--- src/rtl/mcu_dmi_core_req_ctrl.sv ---
// Core-clock DMI request controller: turns synchronized JTAG access pulses into one DM request
// and returns read data and op status. Optional timeout abort under MCU_DMI_REQ_TIMEOUT_EN.
module mcu_dmi_core_req_ctrl #(
    parameter int unsigned ADDR_W         = 7,
    parameter int unsigned DATA_W         = 32,
    parameter int unsigned TIMEOUT_CYCLES = 255
) (
    input  logic              clk,
    input  logic              rst_n,
    input  logic              reg_en,
    input  logic              reg_wr_en,
    input  logic [ADDR_W-1:0] jtag_addr,
    input  logic [DATA_W-1:0] jtag_wdata,
    input  logic              clr_status,
    output logic              dm_req_valid,
    input  logic              dm_req_ready,
    output logic              dm_req_write,
    output logic [ADDR_W-1:0] dm_req_addr,
    output logic [DATA_W-1:0] dm_req_wdata,
    input  logic              dm_rsp_valid,
    input  logic              dm_rsp_err,
    input  logic [DATA_W-1:0] dm_rsp_rdata,
    output logic [DATA_W-1:0] rd_data,
    output logic [1:0]        op_status,
    output logic              busy
);

    typedef enum logic [1:0] {
        StIdle,
        StReq,
        StRsp
    } state_e;

    localparam logic [1:0] StatusOk     = 2'd0;
    localparam logic [1:0] StatusFailed = 2'd2;
    localparam logic [1:0] StatusBusy   = 2'd3;

    state_e     state_q;
    logic       accept;
    logic       complete;
    logic       overrun;
    logic       timeout;
    logic [1:0] status_d;

    // A pending clear in the same cycle lets a request through despite sticky status.
    assign accept   = (state_q == StIdle) && reg_en && ((op_status == StatusOk) || clr_status);
    assign complete = (state_q == StRsp) && dm_rsp_valid;
    assign overrun  = (state_q != StIdle) && reg_en;

`ifdef MCU_DMI_REQ_TIMEOUT_EN
    localparam logic [15:0] TimeoutLast = 16'(TIMEOUT_CYCLES - 1);

    logic [15:0] tmo_cnt_q;

    // Response completion beats a timeout landing in the same cycle.
    assign timeout = (state_q != StIdle) && !complete && (tmo_cnt_q == TimeoutLast);

    always_ff @(posedge clk or negedge rst_n) begin
        if (!rst_n) begin
            tmo_cnt_q <= '0;
        end else if (accept) begin
            tmo_cnt_q <= '0;
        end else if (state_q != StIdle) begin
            tmo_cnt_q <= tmo_cnt_q + 16'd1;
        end
    end
`else
    assign timeout = 1'b0;
`endif

    always_comb begin
        status_d = op_status;
        if (clr_status) begin
            status_d = StatusOk;
        end else if (overrun) begin
            status_d = StatusBusy;
        end else if ((complete || timeout) && (op_status != StatusBusy)) begin
            status_d = (timeout || dm_rsp_err) ? StatusFailed : StatusOk;
        end
    end

    always_ff @(posedge clk or negedge rst_n) begin
        if (!rst_n) begin
            state_q      <= StIdle;
            dm_req_valid <= 1'b0;
            dm_req_write <= 1'b0;
            dm_req_addr  <= '0;
            dm_req_wdata <= '0;
            rd_data      <= '0;
            op_status    <= StatusOk;
            busy         <= 1'b0;
        end else begin
            op_status <= status_d;
            unique case (state_q)
                StIdle: begin
                    if (accept) begin
                        dm_req_addr  <= jtag_addr;
                        dm_req_wdata <= jtag_wdata;
                        dm_req_write <= reg_wr_en;
                        dm_req_valid <= 1'b1;
                        busy         <= 1'b1;
                        state_q      <= StReq;
                    end
                end
                StReq: begin
                    if (timeout) begin
                        dm_req_valid <= 1'b0;
                        busy         <= 1'b0;
                        state_q      <= StIdle;
                    end else if (dm_req_ready) begin
                        dm_req_valid <= 1'b0;
                        state_q      <= StRsp;
                    end
                end
                StRsp: begin
                    if (complete) begin
                        if (!dm_req_write && !dm_rsp_err) begin
                            rd_data <= dm_rsp_rdata;
                        end
                        busy    <= 1'b0;
                        state_q <= StIdle;
                    end else if (timeout) begin
                        busy    <= 1'b0;
                        state_q <= StIdle;
                    end
                end
                default: begin
                    dm_req_valid <= 1'b0;
                    busy         <= 1'b0;
                    state_q      <= StIdle;
                end
            endcase
        end
    end

endmodule

--- config.mk ---
export PLATFORM = sky130hd
export DESIGN_NAME = mcu_dmi_core_req_ctrl
export DESIGN_NICKNAME = d
export VERILOG_FILES = /design/src/rtl/mcu_dmi_core_req_ctrl.sv
export SDC_FILE = /design/constraint.sdc
export NUM_CORES = 1
export LEC_CHECK = 0
export CAP_MARGIN = 20
export CORE_UTILIZATION = 43
export DETAILED_ROUTE_END_ITERATION = 10
export GPL_ROUTABILITY_DRIVEN = 0
export PLACE_DENSITY_LB_ADDON = 0.3
export SLEW_MARGIN = 10
export SYNTH_ARGS = -nofsm -noshare
export SYNTH_HDL_FRONTEND = slang
export SYNTH_SLANG_ARGS = --single-unit
--- constraint.sdc ---
create_clock -name clk -period 4.7 [get_ports clk]
set_input_delay 0.94 -clock clk [delete_from_list [all_inputs] [get_ports clk]]
set_output_delay 0.94 -clock clk [all_outputs]
set_load 0.02 [all_outputs]
* Word-level counts from Yosys, hierarchy flattened
Index checks and enable logic that the tools add are counted.
** Word-level totals
- Bits of input ports :: 79
- Flip-flop bits (word level) :: 78
** Cells by class
- Mux-type cells :: 13
- Bitwise operators :: 2
- Reductions and logical operators :: 18
- Eq/ne operators :: 6
** Operators by type and width (number)
- 2-to-1 mux 2 bit :: 7
- AND reduction 3 bit :: 4
- != test 2 bit (second input constant) :: 4
- logical AND 1 bit :: 6
- one-hot mux 1 bit (3 select lines) :: 2
- one-hot mux 2 bit (3 select lines) :: 1
- logical NOT 2 bit :: 2
- 2-to-1 mux 1 bit :: 3
- nonzero test 3 bit :: 1
- equality test 2 x 1 -> 1 bit (second input constant) :: 1
- equality test 2 bit (second input constant) :: 1
- logical NOT 1 bit :: 2
- inverter 1 bit :: 2
- AND reduction 2 bit :: 1
- nonzero test 2 bit :: 1
- logical OR 1 bit :: 1

* Logic depth before layout (Yosys ltp)
Gate-level depths: netlist (run 1).
- Depth in word-level cells :: 6
- Gate-level depth with buffers :: 5

* Worst setup path before layout (run 1)
OpenSTA, ideal clock, no wires.
- Path type :: input port to flip-flop
- Start point :: in clr_status
- End point :: reg dm_req_addr[0]
- Required time :: 4.575 ns
- Path buffers :: 1
- Setup time :: 0.125 ns
- Arrival time :: 1.921 ns
- Stages on the path :: 3
- Setup slack :: 2.654 ns
- Cells stage by stage :: o211ai_1 -> buf_2 -> mux2_2
** Between the ends
- Longest elaborated chain between the ends :: 3
** RTL lines
- from (decl) :: line 14 : input logic clr_status,
- logical OR 1 bit :: line 46 : assign accept = (state_q == StIdle) && reg_en && ((op_status == StatusOk) || clr_status);
- logical AND 1 bit :: line 46
- AND reduction 2 bit (no source line)
- to (signal assigned) :: line 97 : dm_req_addr <= jtag_addr;
- to (decl) :: line 18 : output logic [ADDR_W-1:0] dm_req_addr,
No other way between the ends.
A chain may end at the register's enable or synchronous reset.

* Final worst setup path (run 1)
- Start point :: in dm_rsp_valid
- End point :: reg rd_data[27]
** Between the ends
- Longest elaborated chain between the ends :: 2
** RTL lines
- from (decl) :: line 20 : input logic dm_rsp_valid,
- logical AND 1 bit :: line 47 : assign complete = (state_q == StRsp) && dm_rsp_valid;
- AND reduction 3 bit (no source line)
- to (signal assigned) :: line 118 : rd_data <= dm_rsp_rdata;
- to (decl) :: line 23 : output logic [DATA_W-1:0] rd_data,
No other way between the ends.

==> results of run 1 <==
worst min-delay path, delay by kind of cell (launching register included):
family | cells | cell delay (ns)
simple gates | 2 | 0.11
flops | 1 | 0.34
power groups by stage:
stage | clock network, µW | logic, µW | registers (µW)
after floorplan | 0 | 494 | 1570
after global placement | 0 | 1670 | 1180
after detailed placement | 0 | 1700 | 1190
after CTS | 584 | 1710 | 1180
after global routing | 615 | 1780 | 1220
final | 572 | 1690 | 1180
cell type report:
cell class,count,share of cell area [%]
Sequential cell,78,39.69
Tap cell,96,2.443
Clock buffer,13,3.435
Multi-Input combinational cell,95,21.25
Timing Repair Buffer,156,31.86
Clock inverter,3,1.323
worst paths after layout:
path	from	endpoint	slack, ns	cells after the start
worst max register to register	state_q[0]$_DFFE_PN0P_	rd_data[27]$_DFFE_PN0P_	2.59	3
worst max-delay path	dm_rsp_valid	rd_data[27]$_DFFE_PN0P_	2.02	4
worst min-delay path	dm_req_valid$_DFFE_PN0P_	dm_req_valid$_DFFE_PN0P_	0.49	2
worst min register to register	dm_req_valid$_DFFE_PN0P_	dm_req_valid$_DFFE_PN0P_	0.49	2
max in group asynchronous	rst_n	dm_req_wdata[27]$_DFFE_PN0P_	3.57	2
min in group asynchronous	rst_n	rd_data[17]$_DFFE_PN0P_	0.55	1
placed cells by master, fill, tap and decap left out, types with 2 or more instances in the layout:
cell	instances
clkbuf_8	12
bufinv_16	2
mux2_2	42
nand2_1	6
dfrtp_1	78
nor2_1	3
o21ai_0	6
mux2_4	30
buf_4	2
clkdlybuf4s50_1	153
nand3b_1	2
per-stage QoR:
| stage | hold WS, ns | setup WS [ns] | utilization, % | total power (µW) | cell area [µm²] |
|---|---|---|---|---|---|
| after CTS | 0.4906 | 2.028 | 71.29 | 3468 | 4897 |
| after floorplan | 0.5437 | 2.654 | - | 2067 | 3087 |
| final | 0.4856 | 2.024 | 71.58 | 3433 | 4917 |
| after global placement | 0.4620 | 1.715 | 67.89 | 2848 | 4663 |
| after global routing | 0.5179 | 1.939 | 71.58 | 3616 | 4917 |
| after detailed placement | 0.4724 | 1.666 | 67.89 | 2889 | 4663 |
registers in the layout (all words and copies together), names as in the netlist:
signal        count
busy              1
dm_req_write      1
op_status         2
rd_data          32
state_q           2
dm_req_wdata     32
dm_req_valid      1
dm_req_addr       7
cell families after synthesis:
logic type / Yosys count / share of synthesized area [%]
compound gates: 9 / 1.581
buf+inv: 8 / 2.959
flops: 78 / 63.23
mux: 72 / 29.91
simple gates: 14 / 2.311
routing by layer:
metal  up-vias  routed length (µm)  global-route usage (%)  share of wire [%]
met5         -                   0                       0                  0
met4         0                 134                   8.182                2.0
met3        12                 423                   4.762                6.2
met2        75                3295                   30.52                 48
met1       995                2977                   25.03                 44
li1        950                   -                       -                  -
==> results.md, run 1 <==
* Clock skew at 0.007170 ns
* RSZ-0062 raised after global routing: no
* Mapped cell area at 3087 µm²
* Antenna cells at 0
* Synth cell count leaders: dfrtp_1, mux2_2, mux2_4
* Worst rel slew slack at 34.47%
* Clock Tree Buf Depth at 2
* Critical Path Max Stage Delay at 0.86 ns
* CTS HTree Levels at 3
* CORE AREA at 6869 µm²
* Status: finished clean
* HP Class: reg2reg
* Pin count of the biggest net entering global routing at 79
* Most frequent cell after synthesis: dfrtp_1
* Final period util at 56.95%
* Syn Inst Count at 181
* Crit path buf inv count at 1
* Worst path top cell family by delay: simple AND/OR/NAND/NOR gates
* Startpoint types: primary input
* GR Overflow Total at 0
* Clock transition at path regs at 0.07 ns
* TritonCTS Buffers at 9
* Post-CTS sizing at 0
* Routed WL at 6.830 mm
* Synth Flop Type: dfrtp_1
* Share of the yosys chip area belonging to registers at 63.23%
* Post-CTS Hold Buffers at 0
* Detailed Routing Iterations Pass 1 at 4
* Worst-Skew Late Latency at 0.33 ns
* Slowest stage cell, crit path: or3_2
* Post-synth top area share at 63.23%
* Register bit total from synthesis at 78
* Initial antenna violation count at 0
* Critical path data arrival time at 2.89 ns
* Crit path cell chain: clkdlybuf4s50_1, nand3b_1, or3_2, mux2_4
* Register area at 1952 µm²
* Warnings, synthesis at 0
* Yosys top cell by area: dfrtp_1
* Clock Sinks at 78
* Number of remaining DRC errors at 0
* Final Net Count at 419
* Largest cells by area after synthesis: dfrtp_1, mux2_2, mux2_4
* Setup TNS at 0 ns
* Fin. Hold Viols at 0
* DR vias at 2032
* Max-cap viol count at 0
* Synth async-reset ratio at 100.0%
* Post-route ant nets at 0
* Minimum clock period at 2.676 ns
* Die ar. at 7521 µm²
* Pint at 2296 µW
* Final setup fails at 0
* Chip Height at 86.73 µm
* Share of layout cells above drive strength 1 at 26.38%
* IR drop worst, VDD at 0.0003175 V
* CP Data Required Time at 4.92 ns
* Row cnt at 30
* Area Growth Syn to Fin at 59.30%
* P_sw at 1136 µW
* Placed insts at 424
* Peak Freq at 373.6 MHz
* Syn nets at 260
* Power Dens Cells at 698.1 nW/µm²
* Leak Pwr at 0.002183 µW
* First-pass GRT wire length at 10.81 mm
* Setup CP Type: in2reg
* Syn_area_per_cell at 17.05 µm²
* GRT Total Usage at 19.17%
* CTS root buf: clkbuf_8
* Worst slew pin tran at 0.9829 ns
* Max Slew Vio Count at 0
* IO Port Bufs at 154
* # fillers at 473
* Netlist cell types at 16
* Ports at 155
* Area occupied by multi-input gates at 1045 µm²
* Chip width at 86.73 µm
* Clock network fraction of design power at 16.7%
* Avg Vias per Cell at 4.608
* Wire length per cell at 15.49 µm
* Switching Fraction at 33.10%
* Final std cells w/o fill at 441
* Vias in the first global route at 2074
* Setup bufs post-CTS at 0
* CP max FO at 32
* Initial Utilization at 44.94%
* Initial drt markers at 61
* Flop pwr share at 34.2%
* Combinational share of power at 49.1%
* CP endpoint kind: flop
* Number of enable flip-flop cells after synthesis at 0
* Post-DP HPWL at 4.955 mm
* CTS tree: done
No activity file was read; power rests on OpenSTA's default activity.
==> run 2: changes to the inputs <==
- CORE_UTILIZATION: 43 -> 40
- clock period: 4.7 -> 2.7 ns (I/O delays scaled with it)
==> run 2 against run 1 <==
- total power rose by 73%
- global-route usage decreased by 2.3 points
- setup slack got worse by 1.3 ns
- critical endpoint is now rd_data[4]$_DFFE_PN0P_
==> results.md, run 2 (synthesis results as in run 1) <==
* Most common cell after layout, fill and taps aside: clkdlybuf4s50_1
* Post-DP HPWL at 4.765 mm
* Power Dens Cells at 1203 nW/µm²
* Antenna cells at 0
* GR Overflow Total at 0
* Setup CP Type: in2reg
* Status: finished clean
* Startpoint types: primary input
* Initial antenna violation count at 0
* Clock skew at 0.01126 ns
* Clock Sinks at 78
* Worst-Skew Late Latency at 0.34 ns
* Clock Tree Buf Depth at 2
* Row cnt at 31
* Register area at 1952 µm²
* CTS HTree Levels at 3
* Setup bufs post-CTS at 0
* Max Slew Vio Count at 0
* RSZ-0062 raised after global routing: no
* CORE AREA at 7370 µm²
* CP Data Required Time at 2.91 ns
* # fillers at 564
* Final Net Count at 420
* IO Port Bufs at 154
* GRT Total Usage at 16.92%
* Chip Height at 89.85 µm
* Wire length per cell at 14.95 µm
* Fin util at 66.98%
* Critical path data arrival time at 2.16 ns
* Max-cap viol count at 0
* Post-route ant nets at 0
* CTS tree: done
* Worst rel slew slack at 64.27%
* Final std cells w/o fill at 445
* Post-CTS Hold Buffers at 0
* CP endpoint kind: flop
* CTS root buf: clkbuf_8
* Number of remaining DRC errors at 0
* Initial drt markers at 26
* First-pass GRT wire length at 10.74 mm
* Final setup fails at 0
* Ports at 155
* Chip width at 89.85 µm
* Most frequent cells in the layout: clkdlybuf4s50_1, dfrtp_1, mux2_2
* Share of layout cells above drive strength 1 at 26.01%
* Placed insts at 429
* Die ar. at 8072 µm²
* TritonCTS Buffers at 9
* Post-CTS sizing at 0
* Biggest regs: dm_req_wdata: 32 flops, rd_data: 32 flops, dm_req_addr: 7 flops
* Leak Pwr at 0.002183 µW
* Clock transition at path regs at 0.08 ns
* Avg Vias per Cell at 4.663
* Pin count of the biggest net entering global routing at 44
* Detailed Routing Iterations Pass 1 at 4
* Minimum clock period at 1.944 ns
* DR vias at 2075
* Initial Utilization at 41.88%
* Area Growth Syn to Fin at 59.91%
* Setup TNS at 0 ns
* CP max FO at 32
* Routed WL at 6.654 mm
* HP Class: in2async
* Worst slew pin tran at 0.5360 ns
* Fin. Hold Viols at 0
* IR drop worst, VDD at 0.0005466 V
* Vias in the first global route at 2167
* Peak Freq at 514.4 MHz
* Area occupied by multi-input gates at 1045 µm²
* Final period util at 72.00%
[run 2: changes by cell type in the layout (fill, tap and decap cells not counted), sizes merged]
cell / change
buf: +1
clkinv: -1
clkinvlp: +1
[run 2: path summary, 6_finish.rpt]
path	start	end	slack, ns	depth (start not counted)
worst min-delay path	rst_n	rd_data[1]$_DFFE_PN0P_	0.17	1
worst max-delay path	dm_rsp_valid	rd_data[4]$_DFFE_PN0P_	0.76	5
worst min register to register	dm_req_valid$_DFFE_PN0P_	dm_req_valid$_DFFE_PN0P_	0.48	2
worst max register to register	state_q[0]$_DFFE_PN0P_	rd_data[4]$_DFFE_PN0P_	0.92	4
min in group clk	dm_req_valid$_DFFE_PN0P_	dm_req_valid$_DFFE_PN0P_	0.48	2
max in group asynchronous	rst_n	dm_req_wdata[29]$_DFFE_PN0P_	1.92	2
[run 2: per-stage QoR]
stage	setup WS, ns	cell area, µm²	power [µW]	hold slack, ns
2_1_floorplan	1.054	3087	3598	0.2444
3_3_place_gp	0.4356	4720	4970	0.4590
3_5_place_dp	0.4154	4720	5042	0.4676
4_1_cts	0.7776	4936	6018	0.1908
5_1_grt	0.6963	4936	6235	0.2085
6_report	0.7560	4936	5937	0.1747
[run 2: critical path: stages]
cell and delay, ns:
clkdlybuf4s50_1 0.51, nand3b_1 0.11, or3_2 0.45, buf_12 0.21, mux2_4 0.32
[run 2: final cells by class]
| type | count | share of cell area (%) |
|---|---|---|
| tap | 99 | 2.510 |
| sequential | 78 | 39.54 |
| clock inverter | 3 | 1.369 |
| multi-input combinational | 95 | 21.17 |
| clock buffer | 13 | 3.016 |
| timing repair buffer | 157 | 32.40 |
[run 2: power by group]
group          leakage (µW)  total [µW]  internal, µW  switching (µW)
Clock              0.000104         944           548             397
Sequential         0.000946        2050          1740             311
Combinational       0.00113        2940          1680            1260
Total               0.00218        5940          3970            1970
[run 2: routing by layer]
metal  wire (µm)  part of all wire (%)  global-route usage [%]
met1        3005                    45                   21.75
met2        2961                    44                   25.83
met3         567                   8.5                   6.091
met4         120                   1.8                   7.240
met5           0                     0                       0
